File: src/rtl/mask_centroid_scan.sv
// mask_centroid_scan
//
// Walks the foreground mask RAM once per start pulse and accumulates frame statistics:
// foreground pixel count, sums of x and y (for a centroid), and the bounding box.
// Results are held until the next completed scan.
//
// Ports:
//   clk           sole clock, rising edge
//   rst           synchronous, active-high reset (aborts a scan, clears outputs)
//   start         begin a scan; only sampled while idle
//   mask_rd_addr  mask RAM read address (0 when not scanning)
//   mask_rd_data  mask word, valid one cycle after mask_rd_addr; byte i is pixel x=col*16+i
//   busy          scan in progress, including the done cycle
//   done          one-cycle pulse, results updated this cycle
//   empty         last completed frame had no foreground pixels
//   fg_count      foreground pixel count
//   sum_x, sum_y  coordinate sums over foreground pixels
//   min_x, max_x  bounding box columns
//   min_y, max_y  bounding box rows
//
// Pipeline: address issue -> RAM read (1) -> per-block reduction register (1) -> accumulate (1),
// then a final cycle loads the output registers and raises done.

module mask_centroid_scan #(
  parameter int unsigned PIXELS_PER_BLOCK = 16,
  parameter int unsigned BLOCKS_PER_ROW   = 20,
  parameter int unsigned NUMBER_OF_ROWS   = 240,
  parameter int unsigned ADDR_W           = 13
) (
  input  logic              clk,
  input  logic              rst,
  input  logic              start,
  output logic [ADDR_W-1:0] mask_rd_addr,
  input  logic [127:0]      mask_rd_data,
  output logic              busy,
  output logic              done,
  output logic              empty,
  output logic [16:0]       fg_count,
  output logic [24:0]       sum_x,
  output logic [24:0]       sum_y,
  output logic [8:0]        min_x,
  output logic [8:0]        max_x,
  output logic [7:0]        min_y,
  output logic [7:0]        max_y
);

  localparam logic [ADDR_W-1:0] LastAddr = ADDR_W'(BLOCKS_PER_ROW * NUMBER_OF_ROWS - 1);
  localparam logic [4:0]        LastCol  = 5'(BLOCKS_PER_ROW - 1);

  typedef enum logic [1:0] {StIdle, StScan, StDrain, StFinish} state_e;

  state_e state_q, state_d;

  // Address generator with col/row counters riding alongside (no divider needed).
  logic [ADDR_W-1:0] addr_q;
  logic [4:0]        col_q;
  logic [7:0]        row_q;

  // Stage 1: RAM read in flight, coordinates of the word arriving on mask_rd_data.
  logic       rd_valid_q, rd_last_q;
  logic [4:0] rd_col_q;
  logic [7:0] rd_row_q;

  // Stage 2: per-block reduction.
  logic        blk_valid_q, blk_last_q;
  logic [4:0]  blk_cnt_q;
  logic [12:0] blk_sumx_q;
  logic [11:0] blk_sumy_q;
  logic [8:0]  blk_minx_q, blk_maxx_q;
  logic [7:0]  blk_row_q;

  // Stage 3: frame accumulators.
  logic        acc_last_q;
  logic [16:0] acc_cnt_q;
  logic [24:0] acc_sumx_q, acc_sumy_q;
  logic [8:0]  acc_minx_q, acc_maxx_q;
  logic [7:0]  acc_miny_q, acc_maxy_q;

  logic scan_start, finish_load;

  assign scan_start  = (state_q == StIdle) && start;
  assign finish_load = (state_q == StDrain) && acc_last_q;

  // ---------------------------------------------------------------------------
  // FSM
  // ---------------------------------------------------------------------------
  always_ff @(posedge clk) begin
    if (rst) state_q <= StIdle;
    else     state_q <= state_d;
  end

  always_comb begin
    state_d = state_q;
    unique case (state_q)
      StIdle:   if (start) state_d = StScan;
      StScan:   if (addr_q == LastAddr) state_d = StDrain;
      StDrain:  if (acc_last_q) state_d = StFinish;
      StFinish: state_d = StIdle;
      default:  state_d = StIdle;
    endcase
  end

  assign busy         = (state_q != StIdle);
  assign done         = (state_q == StFinish);
  assign mask_rd_addr = addr_q;

  // ---------------------------------------------------------------------------
  // Address / coordinate counters
  // ---------------------------------------------------------------------------
  always_ff @(posedge clk) begin
    if (rst || scan_start) begin
      addr_q <= '0;
      col_q  <= '0;
      row_q  <= '0;
    end else if (state_q == StScan) begin
      if (addr_q == LastAddr) begin
        // Hold address at 0 once the last word has been issued.
        addr_q <= '0;
        col_q  <= '0;
        row_q  <= '0;
      end else begin
        addr_q <= addr_q + 1'b1;
        if (col_q == LastCol) begin
          col_q <= '0;
          row_q <= row_q + 1'b1;
        end else begin
          col_q <= col_q + 1'b1;
        end
      end
    end
  end

  // ---------------------------------------------------------------------------
  // Stage 1: track the word currently being read
  // ---------------------------------------------------------------------------
  always_ff @(posedge clk) begin
    if (rst) begin
      rd_valid_q <= 1'b0;
      rd_last_q  <= 1'b0;
      rd_col_q   <= '0;
      rd_row_q   <= '0;
    end else begin
      rd_valid_q <= (state_q == StScan);
      rd_last_q  <= (state_q == StScan) && (addr_q == LastAddr);
      rd_col_q   <= col_q;
      rd_row_q   <= row_q;
    end
  end

  // ---------------------------------------------------------------------------
  // Stage 2: per-block popcount, local x sum, first/last foreground byte
  // ---------------------------------------------------------------------------
  logic [4:0]  pop;
  logic [6:0]  lsum;
  logic [3:0]  first_idx, last_idx;
  logic [8:0]  xbase;
  logic [12:0] blk_sumx_d;
  logic [11:0] blk_sumy_d;

  always_comb begin
    pop       = '0;
    lsum      = '0;
    first_idx = '0;
    last_idx  = '0;
    // Descending scan leaves the lowest foreground index in first_idx.
    for (int i = PIXELS_PER_BLOCK - 1; i >= 0; i--) begin
      if (mask_rd_data[i*8 +: 8] != 8'd0) first_idx = 4'(i);
    end
    for (int i = 0; i < PIXELS_PER_BLOCK; i++) begin
      if (mask_rd_data[i*8 +: 8] != 8'd0) begin
        pop      = pop + 5'd1;
        lsum     = lsum + 7'(i);
        last_idx = 4'(i);
      end
    end
    xbase      = {rd_col_q, 4'b0000};
    blk_sumx_d = 13'(pop) * 13'(xbase) + 13'(lsum);
    blk_sumy_d = 12'(pop) * 12'(rd_row_q);
  end

  always_ff @(posedge clk) begin
    if (rst) begin
      blk_valid_q <= 1'b0;
      blk_last_q  <= 1'b0;
      blk_cnt_q   <= '0;
      blk_sumx_q  <= '0;
      blk_sumy_q  <= '0;
      blk_minx_q  <= '0;
      blk_maxx_q  <= '0;
      blk_row_q   <= '0;
    end else begin
      blk_valid_q <= rd_valid_q;
      blk_last_q  <= rd_valid_q && rd_last_q;
      blk_cnt_q   <= pop;
      blk_sumx_q  <= blk_sumx_d;
      blk_sumy_q  <= blk_sumy_d;
      blk_minx_q  <= xbase + 9'(first_idx);
      blk_maxx_q  <= xbase + 9'(last_idx);
      blk_row_q   <= rd_row_q;
    end
  end

  // ---------------------------------------------------------------------------
  // Stage 3: frame accumulators
  // ---------------------------------------------------------------------------
  logic blk_has_fg;
  assign blk_has_fg = blk_valid_q && (blk_cnt_q != 5'd0);

  always_ff @(posedge clk) begin
    if (rst) begin
      acc_last_q <= 1'b0;
      acc_cnt_q  <= '0;
      acc_sumx_q <= '0;
      acc_sumy_q <= '0;
      acc_minx_q <= '0;
      acc_maxx_q <= '0;
      acc_miny_q <= '0;
      acc_maxy_q <= '0;
    end else if (scan_start) begin
      // Minima start at all-ones so the first foreground block always wins.
      acc_last_q <= 1'b0;
      acc_cnt_q  <= '0;
      acc_sumx_q <= '0;
      acc_sumy_q <= '0;
      acc_minx_q <= '1;
      acc_maxx_q <= '0;
      acc_miny_q <= '1;
      acc_maxy_q <= '0;
    end else begin
      acc_last_q <= blk_valid_q && blk_last_q;
      if (blk_has_fg) begin
        acc_cnt_q  <= acc_cnt_q + 17'(blk_cnt_q);
        acc_sumx_q <= acc_sumx_q + 25'(blk_sumx_q);
        acc_sumy_q <= acc_sumy_q + 25'(blk_sumy_q);
        if (blk_minx_q < acc_minx_q) acc_minx_q <= blk_minx_q;
        if (blk_maxx_q > acc_maxx_q) acc_maxx_q <= blk_maxx_q;
        if (blk_row_q < acc_miny_q)  acc_miny_q <= blk_row_q;
        if (blk_row_q > acc_maxy_q)  acc_maxy_q <= blk_row_q;
      end
    end
  end

  // ---------------------------------------------------------------------------
  // Result registers: held across scans, loaded as the FSM enters StFinish
  // ---------------------------------------------------------------------------
  always_ff @(posedge clk) begin
    if (rst) begin
      empty    <= 1'b0;
      fg_count <= '0;
      sum_x    <= '0;
      sum_y    <= '0;
      min_x    <= '0;
      max_x    <= '0;
      min_y    <= '0;
      max_y    <= '0;
    end else if (finish_load) begin
      if (acc_cnt_q == 17'd0) begin
        // Empty frame reports an all-zero box rather than the sentinel minima.
        empty    <= 1'b1;
        fg_count <= '0;
        sum_x    <= '0;
        sum_y    <= '0;
        min_x    <= '0;
        max_x    <= '0;
        min_y    <= '0;
        max_y    <= '0;
      end else begin
        empty    <= 1'b0;
        fg_count <= acc_cnt_q;
        sum_x    <= acc_sumx_q;
        sum_y    <= acc_sumy_q;
        min_x    <= acc_minx_q;
        max_x    <= acc_maxx_q;
        min_y    <= acc_miny_q;
        max_y    <= acc_maxy_q;
      end
    end
  end

endmodule

File: config.mk
export PLATFORM = sky130hd
export DESIGN_NAME = mask_centroid_scan
export DESIGN_NICKNAME = d
export VERILOG_FILES = /design/src/rtl/mask_centroid_scan.sv
export SDC_FILE = /design/constraint.sdc
export NUM_CORES = 1
export LEC_CHECK = 0
export BUFFER_PORTS_ARGS = -buffer_cell sky130_fd_sc_hd__buf_2
export CAP_MARGIN = 20
export CELL_PAD_IN_SITES_DETAIL_PLACEMENT = 2
export CELL_PAD_IN_SITES_GLOBAL_PLACEMENT = 2
export CORE_MARGIN = 1.5
export CORE_UTILIZATION = 35
export DETAILED_ROUTE_END_ITERATION = 10
export PLACE_DENSITY = 0.82
export SYNTH_ARGS = -nofsm -noshare
export SYNTH_HDL_FRONTEND = slang
export SYNTH_SLANG_ARGS = --single-unit
File: constraint.sdc
create_clock -name clk -period 18.6 [get_ports clk]
set_input_delay 0.93 -clock clk [delete_from_list [all_inputs] [get_ports clk]]
set_output_delay 0.93 -clock clk [all_outputs]
set_load 0.01 [all_outputs]
==> results.md <==
| Quantity | Reported |
|---|---|
| Run status | finished clean |
| Width of the die | 230 um |
| Number of global-route vias before repair | 17.7k |
| Critical-path cell with the highest stage delay | sky130_fd_sc_hd__fa_1 |
| HPWL reported at the end of detailed placement | 42,600 um |
| Net Switching | 547 uW |
| Worst slack, placed | 3.13 ns |
| Maximum buffer depth of the clock tree | 3 |
| Std-Cell Rows | 83 |
| Number of ports placed on the die boundary | 248 |
| Cells after synthesis | 2,107 |
| Inserted Diodes | 0 |
| GRT Resource Usage Total | 21.7% |
| Type of the setup path with the least slack | in2reg |
| Final setup fails | 0 |
| Final weighted congestion in routability-driven placement | 0.857 |
| Leading register cell type out of synthesis | sky130_fd_sc_hd__dfxtp_1 |
| Maximum Capacitance Violations | 0 |
| Cts repair resizes | 0 |
| Global-route wire length before repair | 94,300 um |
| Highest cell delay on the worst timing path | 0.61 ns |
| Area of the placeable core | 0.0512 mm^2 |
| Worst Tran Pin Value | 0.997 ns |
| Flop pwr share | 39.7% |
| Setup_tns | 0 ns |
| Total count of max-transition violations in the final report | 0 |
| Fmax | 69.5 MHz |
| Post-synthesis async set-or-reset flop share | 0% |
| Die Area | 0.0530 mm^2 |
| Vias per cell | 5.25 |
| Kind of path behind the tightest hold check | reg2reg |
| Critical path's top delay family | adder cells |
| Clock buffers created by TritonCTS | 35 |
| Type of element launching the critical path | input port |
| Floorplan die height | 230 um |
| Critical path fanouts, max | 12 |
| Relative max-transition margin | 33.4% |
| Data arrival time of the worst path | 14.80 ns |
| Clock tree from TritonCTS | done |
| Unique masters post-synth | 88 |
| Pwr/cell area | 82.8 mW/mm^2 |
| Static leakage | 9.01 nW |
| Clock slew at the register clock pins of the worst setup and hold paths | 0.06 ns |
| Clock tree skew after final layout | 0.0176 ns |
| Share of final-layout standard cells stronger than drive strength 1 | 15.4% |
| Kind of end point of the critical path | register |
| Setup WS post-layout | 4.21 ns |
| Share of the yosys chip area belonging to registers | 33.2% |
| 1st-iter DRT viols | 601 |
| Post-synth design cell area | 0.0181 mm^2 |
| Port-buffer cells | 247 |
| Post-Syn Nets | 2,407 |
| Flip-flop and latch count after synthesis | 300 |
| Total wirelength of the detailed-routed design | 57,000 um |
| Shortest clock period the worst path allows after layout | 14.39 ns |
| Warnings from Yosys | 0 |
| Starting Density | 35.3% |
| Detailed-route wire length per cell | 18.9 um |
| Combinational share of power | 22.6% |
| Area delta synth->final | 16.5% |
| Net switching share of the total power | 31.4% |
| Unrepaired setup endpoints after global routing | no |
| Clock latency on the worst-skew pair | 0.56 ns |
| DR pass1 iterations | 4 |
| Overall via count from detail_route | 15.9k |
| Post-CTS setup-driven buffer insertion count | 0 |
| Clock Root Buffer | sky130_fd_sc_hd__clkbuf_16 |
| Sinks on Clock Net | 300 |
| Relative contribution of the clock network to total power | 37.7% |
| Cts hold-fix bufs | 0 |
| Total global routing overflow | 0 |
| Share of the cycle needed by the critical path after routing | 77.4% |
| Endpoints failing hold | 0 |
| Post-synthesis average cell area | 8.58 um^2 |
| NumNets Final | 2,619 |
| Max rail drop VDD | 48.8 uV |
| Crit path buf inv count | 6 |
| Required @ worst endpoint | 19.01 ns |
| Final ANT Viol Nets | 0 |
| Post-route DRC | 0 |
| Post-synth EDFFs | 0 |
| Largest net degree at the start of global routing | 78 |
| Initial antenna violation count | 0 |
| H-tree depth reported by CTS | 2 |
| Most Frequent Cell on Critical Path | sky130_fd_sc_hd__ha_1 |
| Cell internal power dissipation | 1.20 mW |
[worst paths after layout]
kind	start	end	slack, ns	cells past startpoint
min reg2reg	rd_last_q	blk_last_q	0.43	1
max reg2reg	rd_row_q[1]	blk_sumy_q[11]	14.15	16
max	mask_rd_data[9]	blk_sumy_q[11]	4.21	64
min	rd_last_q	blk_last_q	0.43	1
[sequential cells by signal, indices dropped and copies added, names as in the netlist, 9 cells and up]
| register | count |
|---|---|
| max_x | 9 |
| fg_count | 17 |
| acc_cnt_q | 17 |
| acc_minx_q | 9 |
| sum_x | 25 |
| acc_sumx_q | 25 |
| sum_y | 25 |
| blk_maxx_q | 9 |
| acc_maxx_q | 9 |
| mask_rd_addr | 13 |
| min_x | 9 |
| acc_sumy_q | 25 |
| blk_sumx_q | 13 |
| blk_sumy_q | 12 |
[layout make-up]
| class | instances | area, um^2 |
|---|---|---|
| clock buffers | 50 | 972 |
| clock inverters | 8 | 105 |
| fillers | 5683 | 30100 |
| inverters | 129 | 484 |
| multi-input cells | 1592 | 11300 |
| flip-flops and latches | 300 | 6010 |
| well taps | 680 | 851 |
| repair buffers | 261 | 1350 |
[routing by layer]
layer | routed length [um] | GRT usage (%) | vias up
met5 | 0 | 0 | -
met4 | 1310 | 6.94 | 0
met3 | 1380 | 2.13 | 76
met2 | 29700 | 40.5 | 230
met1 | 24600 | 25.9 | 7890
li1 | - | - | 7670
[synth_stat cells (4+ instances only)]
master,n,area [um^2]
sky130_fd_sc_hd__and2_1,49,307
sky130_fd_sc_hd__clkbuf_1,77,289
sky130_fd_sc_hd__nor2_1,257,965
sky130_fd_sc_hd__nand3b_1,4,30.0
sky130_fd_sc_hd__buf_1,6,22.5
sky130_fd_sc_hd__mux2_2,6,67.6
sky130_fd_sc_hd__nand2_1,158,593
sky130_fd_sc_hd__xnor2_1,102,893
sky130_fd_sc_hd__o21bai_1,9,67.6
sky130_fd_sc_hd__nand2b_1,21,131
sky130_fd_sc_hd__o211ai_1,5,37.5
sky130_fd_sc_hd__nor2b_1,75,469
sky130_fd_sc_hd__or3_1,13,81.3
sky130_fd_sc_hd__a21boi_0,4,30.0
sky130_fd_sc_hd__nand4_1,19,119
sky130_fd_sc_hd__o21a_1,5,37.5
sky130_fd_sc_hd__o21ai_1,10,50.1
sky130_fd_sc_hd__a21o_1,18,135
sky130_fd_sc_hd__nor3_1,29,145
sky130_fd_sc_hd__ha_1,140,1750
sky130_fd_sc_hd__xor2_1,60,526
sky130_fd_sc_hd__or2_1,6,37.5
sky130_fd_sc_hd__mux2i_1,49,490
sky130_fd_sc_hd__nor4_1,25,156
sky130_fd_sc_hd__and3_1,19,119
sky130_fd_sc_hd__or4_1,13,97.6
sky130_fd_sc_hd__xnor3_1,8,180
sky130_fd_sc_hd__a31oi_1,7,43.8
sky130_fd_sc_hd__a211oi_1,9,67.6
sky130_fd_sc_hd__a22oi_1,96,721
sky130_fd_sc_hd__dfxtp_1,300,6010
sky130_fd_sc_hd__xnor2_4,5,138
sky130_fd_sc_hd__fa_1,29,581
sky130_fd_sc_hd__nor4_2,4,50.1
sky130_fd_sc_hd__o31ai_1,5,37.5
sky130_fd_sc_hd__nand3_1,47,235
sky130_fd_sc_hd__a21oi_1,145,726
sky130_fd_sc_hd__o21ai_0,70,350
sky130_fd_sc_hd__inv_1,128,480
[metrics by stage]
stage,util [%],cell area [um^2],cells,hold slack [ns],power (mW)
after floorplan,-,18100,2107,0.406,0.964
after global placement,39.0,20000,2960,0.414,1.06
after detailed placement,39.0,20000,2960,0.417,1.09
after CTS,41.1,21000,3018,0.431,1.76
after global routing,41.1,21100,3020,0.452,1.84
final,41.1,21100,3020,0.429,1.74
[worst reg2reg max path: cells and delay by family, from the launching register on]
kind	cells	cell delay [ns]
adders and majority gates	4	1.95
AOI/OAI and AO/OA	6	1.13
DFF	1	0.45
xor gates and xnor gates	2	0.35
and+or+nand+nor	2	0.29
buffers and inverters	2	0.15
[cells in the final DEF, fill, tap and decap left out, types with 10 or more instances in the layout]
| master | Yosys | layout |
|---|---|---|
| sky130_fd_sc_hd__xnor2_1 | 102 | 102 |
| sky130_fd_sc_hd__or4_1 | 13 | 13 |
| sky130_fd_sc_hd__xor2_1 | 60 | 60 |
| sky130_fd_sc_hd__nand2b_1 | 21 | 20 |
| sky130_fd_sc_hd__a22oi_1 | 96 | 96 |
| sky130_fd_sc_hd__nor2_1 | 257 | 256 |
| sky130_fd_sc_hd__nor2b_1 | 75 | 75 |
| sky130_fd_sc_hd__and3_1 | 19 | 19 |
| sky130_fd_sc_hd__buf_4 | 0 | 14 |
| sky130_fd_sc_hd__buf_2 | 3 | 246 |
| sky130_fd_sc_hd__nand4_1 | 19 | 19 |
| sky130_fd_sc_hd__nor3_1 | 29 | 29 |
| sky130_fd_sc_hd__or3_1 | 13 | 13 |
| sky130_fd_sc_hd__a21oi_1 | 145 | 145 |
| sky130_fd_sc_hd__nand2_1 | 158 | 157 |
| sky130_fd_sc_hd__mux2i_1 | 49 | 49 |
| sky130_fd_sc_hd__clkbuf_16 | 0 | 35 |
| sky130_fd_sc_hd__inv_1 | 128 | 128 |
| sky130_fd_sc_hd__nor4_1 | 25 | 25 |
| sky130_fd_sc_hd__dfxtp_1 | 300 | 300 |
| sky130_fd_sc_hd__a21o_1 | 18 | 18 |
| sky130_fd_sc_hd__ha_1 | 140 | 140 |
| sky130_fd_sc_hd__and2_1 | 49 | 49 |
| sky130_fd_sc_hd__nand3_1 | 47 | 47 |
| sky130_fd_sc_hd__o21ai_0 | 70 | 69 |
| sky130_fd_sc_hd__fa_1 | 29 | 29 |
| sky130_fd_sc_hd__o21ai_1 | 10 | 10 |
| sky130_fd_sc_hd__clkbuf_1 | 77 | 11 |
[cell families after synthesis]
kind of cell | Yosys count | share of synthesized area, %
AO/OA/AOI/OAI | 421 | 15.1
XOR/XNOR | 181 | 10.2
adder cells (fa/ha/maj) | 171 | 13.0
buffers and inverters | 215 | 4.48
flip-flops | 300 | 33.2
multiplexers | 58 | 3.40
AND/OR/NAND/NOR | 761 | 20.6
[power groups by stage]
stage	registers [mW]	logic, mW	clock network [mW]
4_1_cts	0.693	0.391	0.674
3_5_place_dp	0.706	0.384	0
5_1_grt	0.695	0.439	0.703
3_3_place_gp	0.704	0.357	0
6_report	0.692	0.395	0.657
2_1_floorplan	0.695	0.269	0
Power figures use the tool's default switching activity.
